[src/rtl/div_unit_pkg.sv]
// Shared definitions for the multi-cycle divider: state encodings, handshake
// levels and bus widths used by div_unit and its EX-stage requester.
package div_unit_pkg;

    typedef enum logic [1:0] {
        DIV_FREE   = 2'b00,
        DIV_BYZERO = 2'b01,
        DIV_ON     = 2'b10,
        DIV_END    = 2'b11
    } div_state_e;

    localparam logic DivStart          = 1'b1;
    localparam logic DivStop           = 1'b0;
    localparam logic DivResultReady    = 1'b1;
    localparam logic DivResultNotReady = 1'b0;

    localparam logic DivSigned   = 1'b1;
    localparam logic DivUnsigned = 1'b0;

    localparam int DOUBLE_REG_BUS_W = 64;

endpackage

[src/rtl/div_unit.sv]
// Radix-2 restoring divider: one quotient bit per cycle, returns
// {remainder, quotient} with remainder taking the dividend's sign.
module div_unit
    import div_unit_pkg::*;
#(
    parameter int WIDTH = 32,
    parameter int CNT_W = 6
) (
    input  logic               clk,
    input  logic               rst,
    input  logic               signed_div_i,
    input  logic [WIDTH-1:0]   opdata1_i,
    input  logic [WIDTH-1:0]   opdata2_i,
    input  logic               start_i,
    input  logic               annul_i,
    output logic [2*WIDTH-1:0] result_o,
    output logic               ready_o
);

    div_state_e         state_q, state_d;
    logic [CNT_W-1:0]   cnt_q, cnt_d;
    logic [2*WIDTH:0]   dividend_q, dividend_d;
    logic [WIDTH-1:0]   divisor_q, divisor_d;
    logic               signed_q, signed_d;
    logic               sign1_q, sign1_d;
    logic               sign2_q, sign2_d;
    logic [2*WIDTH-1:0] result_q, result_d;
    logic               ready_q, ready_d;

    logic [WIDTH-1:0]   op1_mag;
    logic [WIDTH-1:0]   op2_mag;
    logic [WIDTH:0]     trial;
    logic [WIDTH-1:0]   quot_fix;
    logic [WIDTH-1:0]   rem_fix;

    // The most negative value negates to itself, which read unsigned is its magnitude.
    assign op1_mag = (signed_div_i && opdata1_i[WIDTH-1]) ? (~opdata1_i + 1'b1) : opdata1_i;
    assign op2_mag = (signed_div_i && opdata2_i[WIDTH-1]) ? (~opdata2_i + 1'b1) : opdata2_i;

    // Bit WIDTH of the trial difference is the borrow: set means "does not fit".
    assign trial = {1'b0, dividend_q[2*WIDTH-1:WIDTH]} - {1'b0, divisor_q};

    always_comb begin
        quot_fix = dividend_q[WIDTH-1:0];
        rem_fix  = dividend_q[2*WIDTH:WIDTH+1];
        if (signed_q && (sign1_q ^ sign2_q)) begin
            quot_fix = ~dividend_q[WIDTH-1:0] + 1'b1;
        end
        if (signed_q && sign1_q) begin
            rem_fix = ~dividend_q[2*WIDTH:WIDTH+1] + 1'b1;
        end
    end

    always_comb begin
        state_d    = state_q;
        cnt_d      = cnt_q;
        dividend_d = dividend_q;
        divisor_d  = divisor_q;
        signed_d   = signed_q;
        sign1_d    = sign1_q;
        sign2_d    = sign2_q;
        result_d   = result_q;
        ready_d    = ready_q;

        case (state_q)
            DIV_FREE: begin
                ready_d  = DivResultNotReady;
                result_d = '0;
                if (start_i == DivStart && !annul_i) begin
                    signed_d  = signed_div_i;
                    sign1_d   = opdata1_i[WIDTH-1];
                    sign2_d   = opdata2_i[WIDTH-1];
                    divisor_d = op2_mag;
                    if (opdata2_i == '0) begin
                        state_d = DIV_BYZERO;
                    end else begin
                        dividend_d = {{WIDTH{1'b0}}, op1_mag, 1'b0};
                        cnt_d      = '0;
                        state_d    = DIV_ON;
                    end
                end
            end
            DIV_BYZERO: begin
                if (annul_i) begin
                    state_d = DIV_FREE;
                end else begin
                    dividend_d = '0;
                    state_d    = DIV_END;
                end
            end
            DIV_ON: begin
                if (annul_i) begin
                    state_d = DIV_FREE;
                end else if (cnt_q != CNT_W'(WIDTH)) begin
                    if (trial[WIDTH]) begin
                        dividend_d = {dividend_q[2*WIDTH-1:0], 1'b0};
                    end else begin
                        dividend_d = {trial[WIDTH-1:0], dividend_q[WIDTH-1:0], 1'b1};
                    end
                    cnt_d = cnt_q + 1'b1;
                end else begin
                    dividend_d = {rem_fix, dividend_q[WIDTH], quot_fix};
                    cnt_d      = '0;
                    state_d    = DIV_END;
                end
            end
            DIV_END: begin
                // Result is committed here; a late annul no longer applies.
                result_d = {dividend_q[2*WIDTH:WIDTH+1], dividend_q[WIDTH-1:0]};
                ready_d  = DivResultReady;
                if (start_i == DivStop) begin
                    state_d  = DIV_FREE;
                    ready_d  = DivResultNotReady;
                    result_d = '0;
                end
            end
            default: begin
                state_d = DIV_FREE;
            end
        endcase
    end

    always_ff @(posedge clk) begin
        if (rst) begin
            state_q    <= DIV_FREE;
            cnt_q      <= '0;
            dividend_q <= '0;
            divisor_q  <= '0;
            signed_q   <= 1'b0;
            sign1_q    <= 1'b0;
            sign2_q    <= 1'b0;
            result_q   <= '0;
            ready_q    <= DivResultNotReady;
        end else begin
            state_q    <= state_d;
            cnt_q      <= cnt_d;
            dividend_q <= dividend_d;
            divisor_q  <= divisor_d;
            signed_q   <= signed_d;
            sign1_q    <= sign1_d;
            sign2_q    <= sign2_d;
            result_q   <= result_d;
            ready_q    <= ready_d;
        end
    end

    assign result_o = result_q;
    assign ready_o  = ready_q;

endmodule
[config.mk]
export PLATFORM = sky130hd
export DESIGN_NAME = div_unit
export DESIGN_NICKNAME = d
export VERILOG_FILES = /design/src/rtl/div_unit_pkg.sv /design/src/rtl/div_unit.sv
export SDC_FILE = /design/constraint.sdc
export NUM_CORES = 1
export LEC_CHECK = 0
export ABC_AREA = 0
export BUFFER_PORTS_ARGS = -buffer_cell sky130_fd_sc_hd__buf_2
export CAP_MARGIN = 0
export CORE_AREA = 2 2 179 128
export DETAILED_ROUTE_END_ITERATION = 10
export DIE_AREA = 0 0 181 130
export GPL_ROUTABILITY_DRIVEN = 0
export PLACE_DENSITY = 0.88
export SYNTH_ARGS = -nofsm -noshare
export SYNTH_HDL_FRONTEND = slang
export SYNTH_SLANG_ARGS = --single-unit
[constraint.sdc]
create_clock -name clk -period 2.7 [get_ports clk]
set_clock_uncertainty 0.05 [all_clocks]
set_input_delay 0.135 -clock clk [delete_from_list [all_inputs] [get_ports clk]]
set_output_delay 0.135 -clock clk [all_outputs]
set_load 0.05 [all_outputs]
==> impl_metrics.ini <==
[outcome]
status = finished, violations left
violations = setup timing

[synthesis]
ys.flop_type = dfxtp_1
yosys-top-cells-area = dfxtp_1, nor2_1, a22oi_1, xnor2_1, ha_1
syn_area_um2 = 11600
synth_edf_count = 0
yosysTopAreaCell = dfxtp_1
syn_inst = 1537
yosysWarnings = 0
postSynth.asyncResetShare_pct = 0
ys_types = 77
synth_top_area_share_pct = 29.8
syn_area_per_cell_um2 = 7.57
synth_fp_nets = 1650
seq_area_frac_synth_pct = 29.8
synth_seq_cells = 173

[critical_path]
slowest_delay_ns = 0.43
critical_path.top_delay_family = compound AO/OA/AOI/OAI gates
path_cells = inv_2 > ha_4 > fa_2 > nor2b_4 > o2111ai_4 > a2111oi_4 > a2111oi_4 > o41ai_2 > xor2_1 > nor2_2 > o21ai_1
endpoint_kind = flop
critPathKind = flop to flop
cp-start-kind = flop
crit_required_ns = 3.02
worstPathArrival_ns = 3.16
cp_slowest_cell = fa_2
cpMostUsedCell = a2111oi_4
worst-path-buf-inv = 1
path_max_fanout = 3

[power_and_ir_drop]
switchingPower_mw = 5.38
pwr-share-seq_pct = 25.7
p_total_mw = 12.1
power.share.switching_pct = 44.4
combinationalPowerShare_pct = 52.1
powerDensity_nw_per_um2 = 831
p_leak_nw = 5.93
clkPwrFrac_pct = 22.3
power.internal_mw = 6.73
ir_drop_uv = 493

[grt]
grt_use_total_pct = 30.6
grt_pass1_vias = 11349
grt_max_degree = 85
antenna_found_initial = 0
grt_first_pass_wirelength_um = 58800
globalRouteOverflowTotal = 0

[clocking]
numCtsBuffers = 17
clk_pin_slew_worst_paths_ns = 0.07
clock_latency_ns = 0.45
h-tree-depth = 4
cts_tree = built
cts_sinks = 173
root_buffer = clkbuf_16
ctsLongestPathBuffers = 2

[die]
fp.dieH_um = 130
dieArea_um2 = 23500
row_count = 46
ioPinCount = 134
core_area_um2 = 22100
die_x_um = 181
initial_core_util_pct = 52.6

[sta]
hold_viol = 0
relSlewSlack_pct = 49.6
max_freq_ghz = 0.353
drv_slew = 0
period_share_pct = 105
finalWorstSetupSlack_ns = -0.131
worst_pin_slew_ns = 0.757
setup_viol = 25
fin_crit_ns = 2.83
rsz0062_at_grt = true

[cells_and_area]
finalNetCount = 1853
area_delta_synth_final_pct = 25.3
drive_gt1_share_pct = 23.6
antenna_cells = 0

[detailed_routing]
drc = 0
final_antenna_net_count = 0
drt_wl_total_um = 39600
wire_per_inst_um = 19.4
dr_total_vias = 13296
dr.first_iter.drc_count = 2254
via_per_inst = 6.51
drt_pass1_iterations = 7

[flow_run]
cap_violations = 0

[worst_hold_path]
hold_class = input port to flop

[placed_design]
io_buffers = 133
dpl.hpwl_um = 26700
place_ws_ns = -0.149
flip-flops by register name, summed over array words and instances (netlist names):
register / flops
signed_q: 1
sign2_q: 1
cnt_q: 6
result_o: 64
state_q: 2
sign1_q: 1
dividend_q: 65
divisor_q: 32
ready_o: 1
synth_stat cells (6+ instances only):
master    count
buf_2         8
o211ai_1      7
and3_1       10
nand4_1       9
nor3_1       47
clkbuf_1     82
a21o_1       16
a311oi_1     10
nor2_1      205
or4_1        17
a31oi_1      14
mux2i_1      13
a21oi_1      99
o41ai_1       6
nand3b_1      6
xnor2_1      63
nor4_1       17
or3_1        26
dfxtp_1     173
ha_1         43
o22ai_1      16
o221ai_2      7
and2_1        7
inv_1        62
a211oi_1     33
nand2_1     131
o31ai_1      16
buf_1        10
nand2b_1     16
nand3_1      26
o21ai_1      28
xor2_1       43
o221ai_1     23
o21ai_0      78
a22oi_1      79
nor2b_1       9
placed cells by master (no fill, tap or decap), drive strengths merged, types with 9 or more instances in the layout:
cell,Yosys,final
o211ai,9,9
ha,43,43
and2,8,9
nor3,48,48
xor2,43,43
a21o,16,16
a211oi,33,33
nor2b,9,9
nor4,19,19
xnor2,63,63
o22ai,16,16
o21ai,106,106
dlygate4sd3,0,15
inv,62,69
and3,11,11
a22oi,79,79
mux2i,13,13
or3,26,26
nand4,10,10
buf,23,273
dfxtp,173,173
nand3,26,26
a311oi,10,10
nand2,131,131
o221ai,30,30
nor2,206,206
nand2b,16,16
or4,20,20
a21oi,99,99
o31ai,16,16
clkbuf,82,18
a31oi,14,14
power groups by stage:
stage | Sequential, mW | Combinational, mW | Clock, mW
global route | 3.13 | 6.70 | 2.80
floorplan | 3.09 | 3.79 | 0
detailed placement | 3.13 | 5.41 | 0
CTS | 3.08 | 5.59 | 2.69
global placement | 3.12 | 5.25 | 0
finish | 3.11 | 6.31 | 2.70
worst reg2reg max path, stage by stage, from the launching register on:
cell	delay, ns
dfxtp_2	0.35
inv_2	0.06
ha_4	0.16
fa_2	0.43
nor2b_4	0.17
o2111ai_4	0.19
a2111oi_4	0.43
a2111oi_4	0.11
o41ai_2	0.35
xor2_1	0.28
nor2_2	0.05
o21ai_1	0.14
repair_timing:
action / in CTS / in global routing
pin swaps: 8 / 38
hold endpoints to repair: 16 / 0
gates cloned: 1 / 1
resized for setup: 21 / 91
endpoints found under the setup margin: 30 / 57
hold buffers: 15 / 0
buffers inserted: 2 / 5
layer usage:
layer	global-route usage, %	part of all wire (%)	vias to the layer above
li1	-	-	6015
met1	44.9	41	6069
met2	44.2	42	1045
met3	7.51	14	167
met4	8.90	2.7	0
met5	0	0	-
through the flow:
step | utilization, % | instances | hold WS (ns) | TNS [ns] | cell area (um^2)
CTS | 64.2 | 2035 | 0.00122 | 0 | 14200
finish | 65.9 | 2041 | 0.00654 | -0.987 | 14600
floorplan | - | 1537 | 0.221 | -0.0102 | 11600
global route | 65.9 | 2041 | 0.0175 | -3.62 | 14600
global placement | 60.2 | 1985 | 0.384 | -0.0800 | 13300
detailed placement | 60.2 | 1985 | 0.402 | -1.68 | 13300
worst paths after layout:
kind	start	end	slack, ns	depth (start not counted)
setup reg to reg	dividend_q[32]$_SDFFE_PP0P_	dividend_q[63]$_SDFFE_PP0P_	-0.13	11
hold / removal	opdata2_i[25]	divisor_q[25]$_SDFFE_PP0P_	0.007	3
hold reg to reg	divisor_q[13]$_SDFFE_PP0P_	divisor_q[13]$_SDFFE_PP0P_	0.42	2
setup / recovery	dividend_q[32]$_SDFFE_PP0P_	dividend_q[63]$_SDFFE_PP0P_	-0.13	11
cells by family (layout without fill, tap and decap cells):
logic type      count (synthesis)  count (layout)  synth area share, %
simple gates                  552             553                 22.7
flops                         173             173                 29.8
mux                            13              13                 1.12
buf+inv                       167             382                 5.73
fa+ha+maj                      44              44                 4.80
compound gates                482             482                 27.9
xor+xnor                      106             106                 7.98
final cells by class:
type	instances	area [um^2]
Clock buffer	18	439
Multi-Input combinational cell	1198	7920
Fill cell	1689	7530
Inverter	62	233
Clock inverter	14	200
Timing Repair Buffer	288	1950
Sequential cell	173	3470
Tap cell	288	360
Power figures use the tool's default switching activity.
